## config.mk

```make
export PLATFORM = sky130hd
export DESIGN_NAME = regfile_write_arbiter
export DESIGN_NICKNAME = d
export VERILOG_FILES = /design/src/rtl/regfile_write_arbiter.sv
export SDC_FILE = /design/constraint.sdc
export NUM_CORES = 1
export LEC_CHECK = 0
export CAP_MARGIN = 10
export CORE_ASPECT_RATIO = 0.6
export CORE_UTILIZATION = 40
export DETAILED_ROUTE_END_ITERATION = 12
export PLACE_DENSITY = 0.81
export SETUP_SLACK_MARGIN = 0.15
export SYNTH_ARGS = -nofsm -noshare
export SYNTH_HDL_FRONTEND = slang
export SYNTH_SLANG_ARGS = --single-unit
export TNS_END_PERCENT = 20
```

## constraint.sdc

```tcl
create_clock -name clk -period 1.5 [get_ports clk]
set_input_delay 0.3 -clock clk [delete_from_list [all_inputs] [get_ports clk]]
set_output_delay 0.3 -clock clk [all_outputs]
set_load 0.02 [all_outputs]
```

## src/rtl/regfile_write_arbiter.sv

```systemverilog
// Two-requester write-port arbiter for the register file: mem has fixed priority,
// alu is promoted after STARVE_LIMIT starved cycles. Optional RF_WRITE_COUNT_EN adds commit_count.
module regfile_write_arbiter #(
    parameter int STARVE_LIMIT = 4,
    parameter int CNT_W        = 4
) (
    input  logic        clk,
    input  logic        rst,
    input  logic        stall,
    input  logic        mem_valid,
    output logic        mem_ready,
    input  logic [4:0]  mem_reg,
    input  logic [31:0] mem_data,
    input  logic        alu_valid,
    output logic        alu_ready,
    input  logic [4:0]  alu_reg,
    input  logic [31:0] alu_data,
    output logic        regwrite,
    output logic [4:0]  write_register,
    output logic [31:0] write_data,
`ifdef RF_WRITE_COUNT_EN
    output logic [31:0] commit_count,
`endif
    output logic        alu_promoted
);

    typedef enum logic {PRIO_MEM, PRIO_ALU} state_t;

    state_t           state, state_nxt;
    logic [CNT_W-1:0] cnt, cnt_nxt;
    logic             mem_xfer, alu_xfer, alu_wait;

    always_comb begin
        mem_ready = 1'b0;
        alu_ready = 1'b0;
        if (!rst && !stall) begin
            case (state)
                PRIO_MEM: begin
                    mem_ready = mem_valid;
                    alu_ready = alu_valid & ~mem_valid;
                end
                default: begin
                    alu_ready = alu_valid;
                    mem_ready = mem_valid & ~alu_valid;
                end
            endcase
        end
    end

    assign mem_xfer     = mem_valid & mem_ready;
    assign alu_xfer     = alu_valid & alu_ready;
    assign alu_wait     = alu_valid & ~alu_ready;
    assign alu_promoted = (state == PRIO_ALU);

    // Promotion happens on the same edge the count would reach the limit,
    // so the counter is cleared as PRIO_ALU is entered.
    always_comb begin
        state_nxt = state;
        cnt_nxt   = cnt;
        case (state)
            PRIO_MEM: begin
                if (alu_wait) begin
                    if (cnt >= CNT_W'(STARVE_LIMIT - 1)) begin
                        state_nxt = PRIO_ALU;
                        cnt_nxt   = '0;
                    end else begin
                        cnt_nxt = cnt + CNT_W'(1);
                    end
                end else begin
                    cnt_nxt = '0;
                end
            end
            default: begin
                cnt_nxt = '0;
                if (alu_xfer || !alu_valid) state_nxt = PRIO_MEM;
            end
        endcase
    end

    always_ff @(posedge clk) begin
        if (rst) begin
            state <= PRIO_MEM;
            cnt   <= '0;
        end else begin
            state <= state_nxt;
            cnt   <= cnt_nxt;
        end
    end

    always_ff @(posedge clk) begin
        if (rst) begin
            regwrite       <= 1'b0;
            write_register <= '0;
            write_data     <= '0;
        end else if (mem_xfer) begin
            regwrite       <= (mem_reg != 5'd0);
            write_register <= mem_reg;
            write_data     <= mem_data;
        end else if (alu_xfer) begin
            regwrite       <= (alu_reg != 5'd0);
            write_register <= alu_reg;
            write_data     <= alu_data;
        end else begin
            regwrite <= 1'b0;
        end
    end

`ifdef RF_WRITE_COUNT_EN
    always_ff @(posedge clk) begin
        if (rst)
            commit_count <= '0;
        else if ((mem_xfer && mem_reg != 5'd0) || (alu_xfer && alu_reg != 5'd0))
            commit_count <= commit_count + 32'd1;
    end
`endif

endmodule

```

### Word level (Yosys, flattened, before mapping)

Index checks and enable logic that the tools add are counted.

| word-level totals | value |
|---|---|
| output and inout port bits | 41 |
| bits of input ports | 79 |
| register bits after elaboration | 43 |
| logic and storage cells | 39 |

| operators by class | value |
|---|---|
| reduce and logical (&&, ||, !) cells | 9 |
| add/subtract/negate cells | 1 |
| multiplexer cells | 14 |
| order comparisons | 1 |
| bitwise logic cells | 9 |

Operator list:

| cell | number |
|---|---|
| 32-bit two-way mux | 2 |
| 1-bit two-way mux | 10 |
| 5-bit two-way mux | 2 |
| 5-bit nonzero test | 2 |
| 1-bit AND | 5 |
| 4-bit by 1-bit adder with 4-bit output (second input constant) | 1 |
| 4-bit by 2-bit greater-or-equal comparator with 1-bit output (second input constant) | 1 |
| 1-bit NOT | 4 |
| 4-bit OR reduction | 1 |
| 1-bit logical NOT | 3 |
| 2-bit nonzero test | 1 |
| 1-bit logical AND | 1 |
| 1-bit logical OR | 1 |

### Depth between registers and ports, before layout

| logic depth | value |
|---|---|
| depth in word-level cells | 8 |
| depth in mapped cells | 5 |
| depth with buffers taken out | 4 |

### Worst setup path after synthesis

OpenSTA, ideal clock, no wires.

| path | value |
|---|---|
| kind | register to register |
| start | register state (netlist: alu_promoted) |
| end | register write_data[0] |
| setup slack | 112 ps |
| data arrival time | 1241 ps |
| stages on the path, launching flop included | 6 |
| library setup time | 147 ps |
| data required time | 1353 ps |
| path buffers | 2 |
| period minus slack after synthesis | 1388 ps |
| cell sequence | dfxtp_1 a211o_1 buf_2 buf_4 o21ai_1 a311oi_2 |

| on the way | value |
|---|---|
| cells in the longest elaborated chain, start to end | 4 |
| elaborated cells on any way between the ends | 8 |
| classes of those cells | 5 x mux; 2 x bitwise; 1 x reduce/logical |

RTL lines:

| item | RTL line | RTL |
|---|---|---|
| start: declaration | 29 | `state_t state, state_nxt;` |
| start signal: assignment | 85 | `state <= state_nxt;` |
| 1-bit two-way mux | 37 | `case (state)` |
| 1-bit two-way mux | 36 | `if (!rst && !stall) begin` |
| 1-bit AND, on equally long branches | 50, 51 |  |
| 32-bit two-way mux / 2-bit nonzero test (equally long branches) | n/a |  |
| end signal: assignment | 98 | `write_data <= mem_data;` |
| end signal: assignment | 102 | `write_data <= alu_data;` |
| end: declaration | 20 | `output logic [31:0] write_data,` |

Several ways; a longest one is shown, not always the timed one.
A chain may end at the register's enable or synchronous reset.

### Worst setup path in the final report

Same ends and word-level chain as after synthesis.

==> impl_metrics.env <==
export IMPL_synth_compound_area_share_pct=39.16
export IMPL_p_per_area_mw_per_mm2=726.8
export IMPL_muxShareOfSynthArea_pct=0
export IMPL_clk_pin_slew_ns=0.08
export IMPL_finalCriticalPeriod_ns=1.568
export IMPL_mostFrequentLayoutCell="clkdlybuf4s50_1"
export IMPL_finalSetupViolCount=13
export IMPL_synth_fa_ha_area_share_pct=0.5379
export IMPL_violations="setup timing"
export IMPL_hp_class="register to register"
export IMPL_clockBufferDepth=2
export IMPL_grt_pass1_wl_um=13050
export IMPL_clock_fmax_mhz=637.7
export IMPL_cts_hold_buf=0
export IMPL_ys_types=30
export IMPL_synth_xor_area_share_pct=0
export IMPL_antenna_left=0
export IMPL_netlist_instances=252
export IMPL_worstMarginPinSlew_ns=0.6090
export IMPL_numCtsBuffers=5
export IMPL_synthSimpleGateAreaFrac_pct=13.99
export IMPL_drcViolationCount=0
export IMPL_ios=120
export IMPL_root_buffer="clkbuf_8"
export IMPL_period_share_pct=104.5
export IMPL_drive_gt1_share_pct=30.00
export IMPL_cp_max_fo=7
export IMPL_gp_congestion=0.7657
export IMPL_required_ns=1.65
export IMPL_vdd_drop_max_mv=0.3640
export IMPL_via_per_inst=5.909
export IMPL_die_w_um=100.4
export IMPL_p_leak_nw=1.551
export IMPL_port_buffers=119
export IMPL_hold_ws_ns=0.4254
export IMPL_fp_coreArea_mm2=0.005597
export IMPL_grt_pass1_vias=2486
export IMPL_drv_cap=0
export IMPL_seq_area_frac_synth_pct=37.01
export IMPL_drt_iter0_drc=151
export IMPL_skew_ns=0.006401
export IMPL_placementRows=21
export IMPL_num_vias=2718
export IMPL_antenna_cells=0
export IMPL_critPathLaunchType="register"
export IMPL_status="complete, but fails checks"
export IMPL_multi_input_area_mm2=0.001425
export IMPL_worstSetupPathType="register to register"
export IMPL_antenna_found_initial=0
export IMPL_dp_cells=442
export IMPL_ys_ff_latch=43
export IMPL_first_pass_iters=4
export IMPL_fillCellCount=440
export IMPL_die_area_mm2=0.006134
export IMPL_start_util_pct=41.56
export IMPL_grt_use_total_pct=27.95
export IMPL_critPathArrivalTime_ns=1.72
export IMPL_synth_top_family_by_area="compound AO/OA/AOI/OAI gates"
export IMPL_grt_overflow=0
export IMPL_end_kind="register"
export IMPL_drv_slew=0
export IMPL_final_cell_count_no_fill=460
export IMPL_hold_viol=0
export IMPL_synthesis_area_mm2=0.002326
export IMPL_cts_tree="done"
export IMPL_fin_ws_ns=-0.06814
export IMPL_slew_headroom_pct=59.40
export IMPL_clkLatencyLatePin_ns=0.29
export IMPL_place_hpwl_um=5290
export IMPL_area_delta_synth_final_pct=75.63
export IMPL_yosysWarnings=0
export IMPL_cts_sinks=43
export IMPL_h_tree_depth=2
export IMPL_pre_cts_slack_ns=-0.4656
export IMPL_die_y_um=61.07
export IMPL_routedWlPerCell_um=18.60
export IMPL_totalWireLength_um=8554
export IMPL_rsz0062_at_grt="yes"
export IMPL_final_cell_mix="74 x clkdlybuf4s50_1, 42 x dfxtp_1, 41 x dlygate4sd2_1"
export IMPL_final_net_count=459
export IMPL_seqCellArea_um2=862.1
export IMPL_avgSynthCellArea_um2=9.230
export IMPL_grt_max_degree=39
==> state kept, by name (all words and copies together), names as in the netlist <==
name / cells
alu_promoted: 1
write_data: 32
write_register: 5
cnt: 4
regwrite: 1
==> critical path, cell delays in order, from the launching register on <==
cell      delay [ns]
dfxtp_2         0.33
buf_6           0.11
a211o_4         0.44
buf_12          0.18
buf_16          0.13
o21ai_4         0.13
a311oi_2        0.10
==> per-stage QoR <==
stage	TNS (ns)	area [um^2]	total power, W	util, %
2_1_floorplan	0	2331	0.001691	-
3_3_place_gp	-13.80	3642	0.002125	65.08
3_5_place_dp	-15.60	3642	0.002138	65.08
4_1_cts	-0.6279	3990	0.002931	71.29
5_1_grt	-1.185	4085	0.003086	72.99
6_report	-0.5908	4085	0.002969	72.99
==> layer usage <==
layer	share of wire [%]	GRT usage (%)	vias to the layer above
li1	-	-	1265
met1	46	40.01	1319
met2	44	41.78	126
met3	9.3	7.378	8
met4	0.81	7.867	0
met5	0	0	-
==> report_power, final <==
group / switching, W / leakage (nW) / internal [W]
Sequential: 0.0000333 / 0.354 / 0.00121
Combinational: 0.000486 / 1.15 / 0.000495
Clock: 0.000423 / 0.0477 / 0.000320
==> layout make-up <==
| class | count | area share (%) |
|---|---|---|
| clock inverter | 3 | 0.3675 |
| multi-input combinational | 172 | 34.89 |
| clock buffer | 5 | 1.685 |
| timing repair buffer | 154 | 39.23 |
| inverter | 3 | 0.2757 |
| tap | 80 | 2.450 |
| sequential | 43 | 21.10 |
==> cell usage after synthesis <==
cell type / number / area [um^2]
or2_1: 1 / 6.260
a311oi_1: 7 / 61.31
a311oi_2: 29 / 435.4
o21ai_1: 20 / 100.1
nand2_1: 2 / 7.510
a2111oi_1: 1 / 10.01
nor2b_1: 2 / 12.51
a211o_1: 1 / 8.760
ha_1: 1 / 12.51
buf_4: 5 / 37.54
nor2_1: 5 / 18.77
buf_2: 17 / 85.08
and2_1: 1 / 6.260
o211ai_1: 2 / 15.01
buf_6: 4 / 45.04
clkbuf_1: 7 / 26.28
nand4_1: 36 / 225.2
nand3_1: 1 / 5.000
nor2_4: 1 / 11.26
buf_1: 2 / 7.510
o311a_1: 1 / 10.01
or4_1: 1 / 7.510
a21oi_1: 37 / 185.2
o21ai_0: 17 / 85.08
inv_1: 3 / 11.26
and3b_1: 1 / 8.760
dfxtp_1: 43 / 860.8
nor3_1: 2 / 10.01
nor4_1: 1 / 6.260
conb_1: 1 / 3.750
==> logic make-up (layout without fill, tap and decap cells) <==
group | after synthesis | after routing
AOI/OAI and AO/OA | 115 | 115
buffers and inverters | 38 | 165
other | 1 | 2
DFF | 43 | 43
adders and majority gates | 1 | 1
and+or+nand+nor | 54 | 54
==> worst paths after layout <==
kind                           startpoint                          to  slack (ns)  cells after the start
setup / recovery  alu_promoted$_SDFF_PP0_  write_data[0]$_SDFFE_PP0P_       -0.07                      6
hold reg to reg         cnt[0]$_SDFF_PP0_           cnt[0]$_SDFF_PP0_        0.43                      1
setup reg to reg  alu_promoted$_SDFF_PP0_  write_data[0]$_SDFFE_PP0P_       -0.07                      6
hold / removal          cnt[0]$_SDFF_PP0_           cnt[0]$_SDFF_PP0_        0.43                      1
==> repair_timing <==
action                     CTS  global route
resized for setup          103            19
buffers inserted             3             0
pin swaps                   16            16
setup endpoints to repair   79            41
cloned                       6             1
(Power assumes the default switching activity.)
